### src/rtl/arp_pkg.sv
// Shared ARP opcode constants and the request FSM state encoding.
package arp_pkg;

    localparam logic ARP_OP_REQ   = 1'b1;
    localparam logic ARP_OP_REPLY = 1'b0;

    typedef enum logic [1:0] {
        IDLE,
        REQ_PEND,
        WAIT
    } req_state_t;

endpackage

### src/rtl/arp_down_cnt.sv
// Loadable down-counter that stops at zero; used for the reply timeout
// and for the cache-refresh interval.
module arp_down_cnt #(
    parameter int CNT_W = 32
) (
    input  logic             clk,
    input  logic             rstn,
    input  logic             load,
    input  logic [CNT_W-1:0] load_val,
    input  logic             en,
    output logic             zero
);

    localparam logic [CNT_W-1:0] ONE = CNT_W'(1);

    logic [CNT_W-1:0] cnt_reg;

    // Load has priority over counting; the count holds once it reaches zero.
    always_ff @(posedge clk or negedge rstn) begin
        if (!rstn) begin
            cnt_reg <= '0;
        end else if (load) begin
            cnt_reg <= load_val;
        end else if (en && (cnt_reg != '0)) begin
            cnt_reg <= cnt_reg - ONE;
        end
    end

    assign zero = (cnt_reg == '0);

endmodule

### src/rtl/arp_tx_sched.sv
// ARP transmit scheduler: arbitrates replies and requests onto the transmit
// engine, retries requests on timeout and optionally refreshes the cache.
module arp_tx_sched
    import arp_pkg::*;
#(
    parameter int RETRY_CYCLES   = 125_000_000,
    parameter int MAX_RETRY      = 3,
    parameter int REFRESH_CYCLES = 0,
    parameter int CNT_W          = 32
) (
    input  logic clk,
    input  logic rstn,
    input  logic key,
    input  logic arp_rx_done,
    input  logic arp_rx_op,
    input  logic arp_tx_busy,
    output logic arp_tx_en,
    output logic arp_tx_op,
    output logic resolved,
    output logic fail
);

    localparam int               RW           = (MAX_RETRY < 1) ? 1 : $clog2(MAX_RETRY + 1);
    localparam logic [RW-1:0]    MAX_R        = RW'(MAX_RETRY);
    localparam bit               REFRESH_EN   = (REFRESH_CYCLES != 0);
    localparam logic [CNT_W-1:0] RETRY_LOAD   = CNT_W'(RETRY_CYCLES - 1);
    localparam logic [CNT_W-1:0] REFRESH_LOAD = CNT_W'(REFRESH_EN ? REFRESH_CYCLES - 1 : 0);

    req_state_t    state_reg, state_next;
    logic [RW-1:0] retry_cnt_reg, retry_cnt_next;
    logic          resolved_reg, resolved_next;
    logic          fail_reg, fail_next;
    logic          refresh_arm_reg, refresh_arm_next;
    logic          key_d_reg;
    logic          reply_pend_reg;
    logic          tx_en_reg;
    logic          tx_op_reg;

    logic key_edge, slot, issue_reply, issue_req;
    logic rx_req, rx_reply;
    logic timeout_load, timeout_zero;
    logic refresh_load, refresh_zero, refresh_fire;

    assign key_edge     = key & ~key_d_reg;
    assign rx_req       = arp_rx_done & (arp_rx_op == ARP_OP_REQ);
    assign rx_reply     = arp_rx_done & (arp_rx_op == ARP_OP_REPLY);
    // The engine raises busy up to one cycle after our pulse, so the cycle
    // right after a pulse is never a slot.
    assign slot         = ~arp_tx_busy & ~tx_en_reg;
    assign issue_reply  = slot & reply_pend_reg;
    assign issue_req    = slot & ~reply_pend_reg & (state_reg == REQ_PEND);
    assign refresh_fire = refresh_arm_reg & refresh_zero & (state_reg == IDLE);

    arp_down_cnt #(.CNT_W(CNT_W)) u_timeout_cnt (
        .clk      (clk),
        .rstn     (rstn),
        .load     (timeout_load),
        .load_val (RETRY_LOAD),
        .en       (state_reg == WAIT),
        .zero     (timeout_zero)
    );

    arp_down_cnt #(.CNT_W(CNT_W)) u_refresh_cnt (
        .clk      (clk),
        .rstn     (rstn),
        .load     (refresh_load),
        .load_val (REFRESH_LOAD),
        .en       ((state_reg == IDLE) & refresh_arm_reg),
        .zero     (refresh_zero)
    );

    // Request FSM state and status registers.
    always_ff @(posedge clk or negedge rstn) begin
        if (!rstn) begin
            state_reg       <= IDLE;
            retry_cnt_reg   <= '0;
            resolved_reg    <= 1'b0;
            fail_reg        <= 1'b0;
            refresh_arm_reg <= 1'b0;
        end else begin
            state_reg       <= state_next;
            retry_cnt_reg   <= retry_cnt_next;
            resolved_reg    <= resolved_next;
            fail_reg        <= fail_next;
            refresh_arm_reg <= refresh_arm_next;
        end
    end

    // Request FSM next state: trigger, issue, then wait for reply or timeout.
    always_comb begin
        state_next       = state_reg;
        retry_cnt_next   = retry_cnt_reg;
        resolved_next    = resolved_reg;
        fail_next        = 1'b0;
        refresh_arm_next = refresh_arm_reg;
        timeout_load     = 1'b0;
        refresh_load     = 1'b0;
        case (state_reg)
            IDLE: begin
                // A key edge also cancels any running refresh interval.
                if (key_edge || refresh_fire) begin
                    retry_cnt_next   = '0;
                    refresh_arm_next = 1'b0;
                    state_next       = REQ_PEND;
                end
            end
            REQ_PEND: begin
                if (issue_req) begin
                    timeout_load = 1'b1;
                    state_next   = WAIT;
                end
            end
            WAIT: begin
                // A reply coinciding with the timeout still counts as success.
                if (rx_reply) begin
                    resolved_next    = 1'b1;
                    refresh_load     = REFRESH_EN;
                    refresh_arm_next = REFRESH_EN;
                    state_next       = IDLE;
                end else if (timeout_zero) begin
                    if (retry_cnt_reg < MAX_R) begin
                        retry_cnt_next = retry_cnt_reg + RW'(1);
                        state_next     = REQ_PEND;
                    end else begin
                        fail_next     = 1'b1;
                        resolved_next = 1'b0;
                        state_next    = IDLE;
                    end
                end
            end
            default: state_next = IDLE;
        endcase
    end

    // Key edge history, pending reply flag and the transmit pulse/opcode.
    always_ff @(posedge clk or negedge rstn) begin
        if (!rstn) begin
            key_d_reg      <= 1'b0;
            reply_pend_reg <= 1'b0;
            tx_en_reg      <= 1'b0;
            tx_op_reg      <= 1'b0;
        end else begin
            key_d_reg <= key;
            tx_en_reg <= issue_reply | issue_req;
            // A request arriving in the issue cycle is merged into the reply being sent.
            if (issue_reply) begin
                reply_pend_reg <= 1'b0;
            end else if (rx_req) begin
                reply_pend_reg <= 1'b1;
            end
            if (issue_reply) begin
                tx_op_reg <= ARP_OP_REPLY;
            end else if (issue_req) begin
                tx_op_reg <= ARP_OP_REQ;
            end
        end
    end

    assign arp_tx_en = tx_en_reg;
    assign arp_tx_op = tx_op_reg;
    assign resolved  = resolved_reg;
    assign fail      = fail_reg;

endmodule
### config.mk
export PLATFORM = sky130hd
export DESIGN_NAME = arp_tx_sched
export DESIGN_NICKNAME = d
export VERILOG_FILES = /design/src/rtl/arp_pkg.sv /design/src/rtl/arp_down_cnt.sv /design/src/rtl/arp_tx_sched.sv
export SDC_FILE = /design/constraint.sdc
export NUM_CORES = 1
export LEC_CHECK = 0
export ABC_AREA = 1
export CORE_ASPECT_RATIO = 0.75
export CORE_UTILIZATION = 60
export CTS_BUF_LIST = sky130_fd_sc_hd__clkbuf_4
export DETAILED_ROUTE_END_ITERATION = 10
export MAX_ROUTING_LAYER = met4
export PLACE_DENSITY_LB_ADDON = 0.12
export SYNTH_ARGS = -nofsm -noshare
export SYNTH_HDL_FRONTEND = slang
export SYNTH_HIERARCHICAL = 1
export SYNTH_SLANG_ARGS = --single-unit
export TNS_END_PERCENT = 20
### constraint.sdc
create_clock -name clk -period 2.32 [get_ports clk]
set_clock_uncertainty 0.15 [all_clocks]
set_input_delay 0.348 -clock clk [delete_from_list [all_inputs] [get_ports clk]]
set_output_delay 0.348 -clock clk [all_outputs]
set_load 0.02 [all_outputs]
* Word-level counts from Yosys, hierarchy flattened
Cells that the tools add are included.
Operators by class: muxes and demuxes 29, bitwise operators 16, equality and inequality tests 10, reductions and logical operators 17, $lt $le $gt $ge 1, add/subtract/negate cells 3
Operator list (count):
- $logic_not 32->1 | 2
- $mux 32 | 2
- $reduce_bool 32->1 | 2
- $sub 32x1->32 const B | 2
- $mux 1 | 16
- $mux 2 | 8
- $ne 2x2->1 const B | 6
- $and 1x1->1 | 10
- $reduce_bool 2->1 | 5
- $reduce_and 3->1 | 3
- $pmux 2 s3 | 1
- $not 1->1 | 5
- $reduce_and 5->1 | 1
- $pmux 2 s2 | 1
- $ne 3x3->1 const B | 1
- $add 2x1->2 const B | 1
- $eq 2x1->1 const B | 1
- $eq 2x2->1 const B | 1
- $logic_and 1x1->1 | 2
- $logic_not 2->1 | 1
- $lt 2x2->1 const B | 1
- $ne 2x1->1 const B | 1
- $pmux 1 s2 | 1
- $logic_or 1x1->1 | 1
- $or 1x1->1 | 1
Word-level totals: output and inout bits 4, register bits 75, bits of input ports 6, word-level logic and storage cells 87

* Longest topological paths before layout
depth after elaboration 7, gate-level depth with buffers 13, gate-level depth less buffers 13

* Hierarchy
The synthesis kept the hierarchy.
Modules (own cells, without submodules):
- arp_down_cnt | sequential area each 800.8 sq um, cells an instance 433, area an instance 2653.8 sq um, times used 1
- arp_tx_sched | sequential area each 250.2 sq um, cells an instance 64, area an instance 516.7 sq um, times used 1

* Least setup slack after synthesis
Ideal clock, no wire load.
kind register -> register, start reg u_timeout_cnt.cnt_reg[0], end reg retry_cnt_reg[0], cell stages (with the launch flop) 14, period minus slack after synthesis 1950 ps, setup time 117 ps, setup slack 370 ps, buffers on the path 0, arrival 1684 ps, required time 2053 ps, path through dfrtp_1 > inv_1 > ha_1 > nand2_4 > nor2_8 > nand3_1 > nor3_1 > inv_1 > nor2_1 > nand2_1 > nand2_1 > nand2_1 > nand2_1 > nand2_1
On the way: word-level cells in the longest chain between the ends 3
Ends and longest elaborated chain:
- from (decl) | line arp_down_cnt.sv:16 | logic [CNT_W-1:0] cnt_reg;
- from (signal assigned) | line arp_down_cnt.sv:23 | cnt_reg <= load_val;
- from (signal assigned) | line arp_down_cnt.sv:25 | cnt_reg <= cnt_reg - ONE;
- $logic_not 32->1 | line arp_down_cnt.sv:29 | assign zero = (cnt_reg == '0);
- via timeout_zero | line arp_tx_sched.sv:41 | logic timeout_load, timeout_zero;
- $ne 2x2->1 (no source line)
- $reduce_and 5->1 (no source line)
- to (signal assigned) | line arp_tx_sched.sv:82 | retry_cnt_reg <= retry_cnt_next;
- to (decl) | line arp_tx_sched.sv:30 | logic [RW-1:0] retry_cnt_reg, retry_cnt_next;
The timed path passes the listed nets, and every way through them passes these cells. A chain may end at the register's enable or synchronous reset.

* Worst setup path in the final report
start reg u_timeout_cnt.cnt_reg[1], end reg u_timeout_cnt.cnt_reg[2]
On the way: word-level cells in the longest chain between the ends 3, elaborated cells on any way between the ends 6, classes of those cells add/sub (1); mux (2); reduce/logical (3)
Ends and longest elaborated chain:
- $sub 32x1->32 or $reduce_bool 32->1 (tied branches) | line arp_down_cnt.sv:25, arp_down_cnt.sv:24
- $mux 32 or $logic_and 1x1->1 (tied branches) | line arp_down_cnt.sv:24 | end else if (en && (cnt_reg != '0)) begin
- $mux 32 or $reduce_bool 2->1 (tied branches)
Parallel ways exist; a longest one is shown, timed or not. The select of a mux whose other input is x is not followed.

==> results.cfg <==
[worst_setup_path]
critPathCaptureType = register
worstPathMaxFanout = 10
critPathKind = reg -> reg
rrSetupSlack_ns = 0.19
cp.required_ns = 2.49
crit_arrival_ns = 2.30
startpoint_type = register

[cells_and_area]
final_layout_size_suffix_gt1_frac = 0.112
nets = 552
fill_cells = 438
largest_reg_flops = 32
final_cell_mix = nand2_1, nor2_1, nand3_1
antenna_cells = 0
area_growth_pct = 12.2
mostFrequentLayoutCell = nand2_1

[die]
initial_utilization = 0.636
io_pins = 10
rows = 22
die_y_um = 65.0
dieArea_um2 = 5580
chipWidth_um = 85.9
core_area_um2 = 4980

[logic_synthesis]
ys.flop_type = dfrtp_1
synth_warnings = 6
yosysSeqAreaShare = 0.331
ys_types = 38
synth_edf_count = 0
syn_area_per_cell_um2 = 6.38
ys_seq_elements = 42
synth_area_um2 = 3170
syn_inst = 497
synth_top_area_share = 0.331
synth_area_leader_cell = dfrtp_1
synth_area_leaders = dfrtp_1, nand2_1, nand3_1, nor2_1, inv_1
synth-async-reset-ratio = 1.00

[drt]
postRouteAntennaNets = 0
dr.pass1.iters = 5
routed_via_density = 5.21
dr_total_vias = 3211
wire_per_inst_um = 12.7
wl_um = 7800
drt_iter0_markers = 228
drc = 0

[sta]
setup_violations = 0
rsz0062_at_grt = no
fin_hold_ws_ns = 0.277
min_period_over_period = 0.918
post-route-min-period_ns = 2.13
max_freq_mhz = 469
tightest_slew_ns = 0.567
finalHoldViolCount = 0
fin_setup_tns_ns = 0
report.final.slew_viol_count = 0
layout_setup_ws_ns = 0.189
maxSlewHeadroom = 0.621

[power_and_ir_drop]
ir_drop_mv = 0.541
p_comb_frac = 0.601
power_density_nw_per_um2 = 1250
p_int_w = 0.00205
pwr-share-clk = 0.088
p_switching_w = 0.00241
swShare = 0.541
seq_power_share = 0.311
p_leak_nw = 1.88

[global_routing]
grt-ovfl-total = 0
track_usage = 0.325
grt_max_degree = 43
grt_antenna_before_repair = 0
grt_pass1_vias = 3042
grt_pass1_wl_um = 13800

[placed_design]
pre_cts_ws_ns = -0.00254
dp_hpwl_um = 5730
portBuffers = 9
globalplace.congestion = 0.958

[clock_tree]
tritoncts = done
cts.clk_slew.worst_paths_ns = 0.15
cts_sinks = 42
clkLatencyLatePin_ns = 0.38
cts_inserted_buffers = 5
cts_buffer_depth = 2
root_buffer = clkbuf_4
htreeDepth = 2

[hold_path]
hold_path_class = in -> reg

[outcome]
status = finished, final reports clean

[flow_run]
maxCapViolations = 0
-- what timing repair did --
action / 4_1_cts / 5_1_grt
endpoints found under the setup margin: 0 / 7
endpoints found under the hold margin: 42 / 0
gates resized for setup: 0 / 3
buffers inserted: 0 / 0
hold buffers: 1 / 0
-- area by class of cell --
type / instances / area (um^2) / share of cell area
Inverter: 51 / 191 / 0.0538
Sequential cell: 42 / 1050 / 0.296
Multi-Input combinational cell: 423 / 1990 / 0.561
Clock inverter: 3 / 21.3 / 0.00598
Clock buffer: 5 / 37.5 / 0.0106
Tap cell: 72 / 90.1 / 0.0253
Timing Repair Buffer: 20 / 170 / 0.0479
-- worst max-delay path, stage by stage (launching register included) --
cell and delay (ns):
dfrtp_1 0.41, inv_1 0.09, ha_1 0.23, nand2_4 0.10, nor2_8 0.20, nand2_4 0.08
nor2_1 0.22, nor2_1 0.14, nor2_4 0.26, nand2_1 0.09, o21ai_0 0.08
-- per-stage QoR --
step / cell area, um^2 / util / total power (W) / cells
2_1_floorplan: 3280 / - / 0.00335 / 527
3_3_place_gp: 3470 / 0.697 / 0.00390 / 607
3_5_place_dp: 3470 / 0.697 / 0.00400 / 607
4_1_cts: 3540 / 0.710 / 0.00439 / 616
5_1_grt: 3560 / 0.714 / 0.00490 / 616
6_report: 3560 / 0.714 / 0.00446 / 616
-- synth_stat cells (3+ instances only) --
cell / number
nand3_1: 55
o21ai_0: 12
nand2_2: 5
nand2_1: 196
nor2_4: 4
or2_2: 4
clkbuf_1: 5
nor2_2: 5
nand2_4: 3
inv_1: 48
nand4_1: 9
a21oi_1: 4
dfrtp_1: 42
o21ai_2: 11
ha_1: 3
nor2_1: 59
nand3b_1: 3
-- routing by layer --
layer  track usage  part of all wire  up-vias
li1              -                 -     1622
met1         0.438              0.49     1492
met2         0.498              0.44       82
met3        0.0701             0.055       15
met4        0.0833             0.014        0
met5             -                 0        -
-- path summary, 6_finish.rpt --
check	startpoint	to	cells after the start
min reg2reg	arp_tx_op$_DFFE_PN0P_	arp_tx_op$_DFFE_PN0P_	2
min	key	key_d_reg$_DFF_PN0_	1
min in group asynchronous	rstn	u_timeout_cnt/cnt_reg[2]$_DFFE_PN0P_	3
max reg2reg	u_timeout_cnt/cnt_reg[1]$_DFFE_PN0P_	u_timeout_cnt/cnt_reg[2]$_DFFE_PN0P_	10
max in group asynchronous	rstn	u_timeout_cnt/cnt_reg[15]$_DFFE_PN0P_	3
max	u_timeout_cnt/cnt_reg[1]$_DFFE_PN0P_	u_timeout_cnt/cnt_reg[2]$_DFFE_PN0P_	10
-- power groups by stage --
stage	combinational [W]	clock [W]	sequential, W
3_5_place_dp	0.00261	0	0.00139
4_1_cts	0.00262	0.000394	0.00138
6_report	0.00268	0.000392	0.00139
5_1_grt	0.00304	0.000426	0.00143
2_1_floorplan	0.00203	0	0.00132
3_3_place_gp	0.00252	0	0.00138
-- cells by family (layout without fill, tap and decap cells) --
family / after synthesis / count (layout) / synth area share
other cells: 2 / 32 / 0.00237
simple gates: 352 / 352 / 0.493
xor+xnor: 3 / 3 / 0.00829
fa+ha+maj: 3 / 3 / 0.0118
compound gates: 33 / 33 / 0.0726
flops: 42 / 42 / 0.331
buf+inv: 62 / 79 / 0.0801
(Power assumes the default switching activity.)
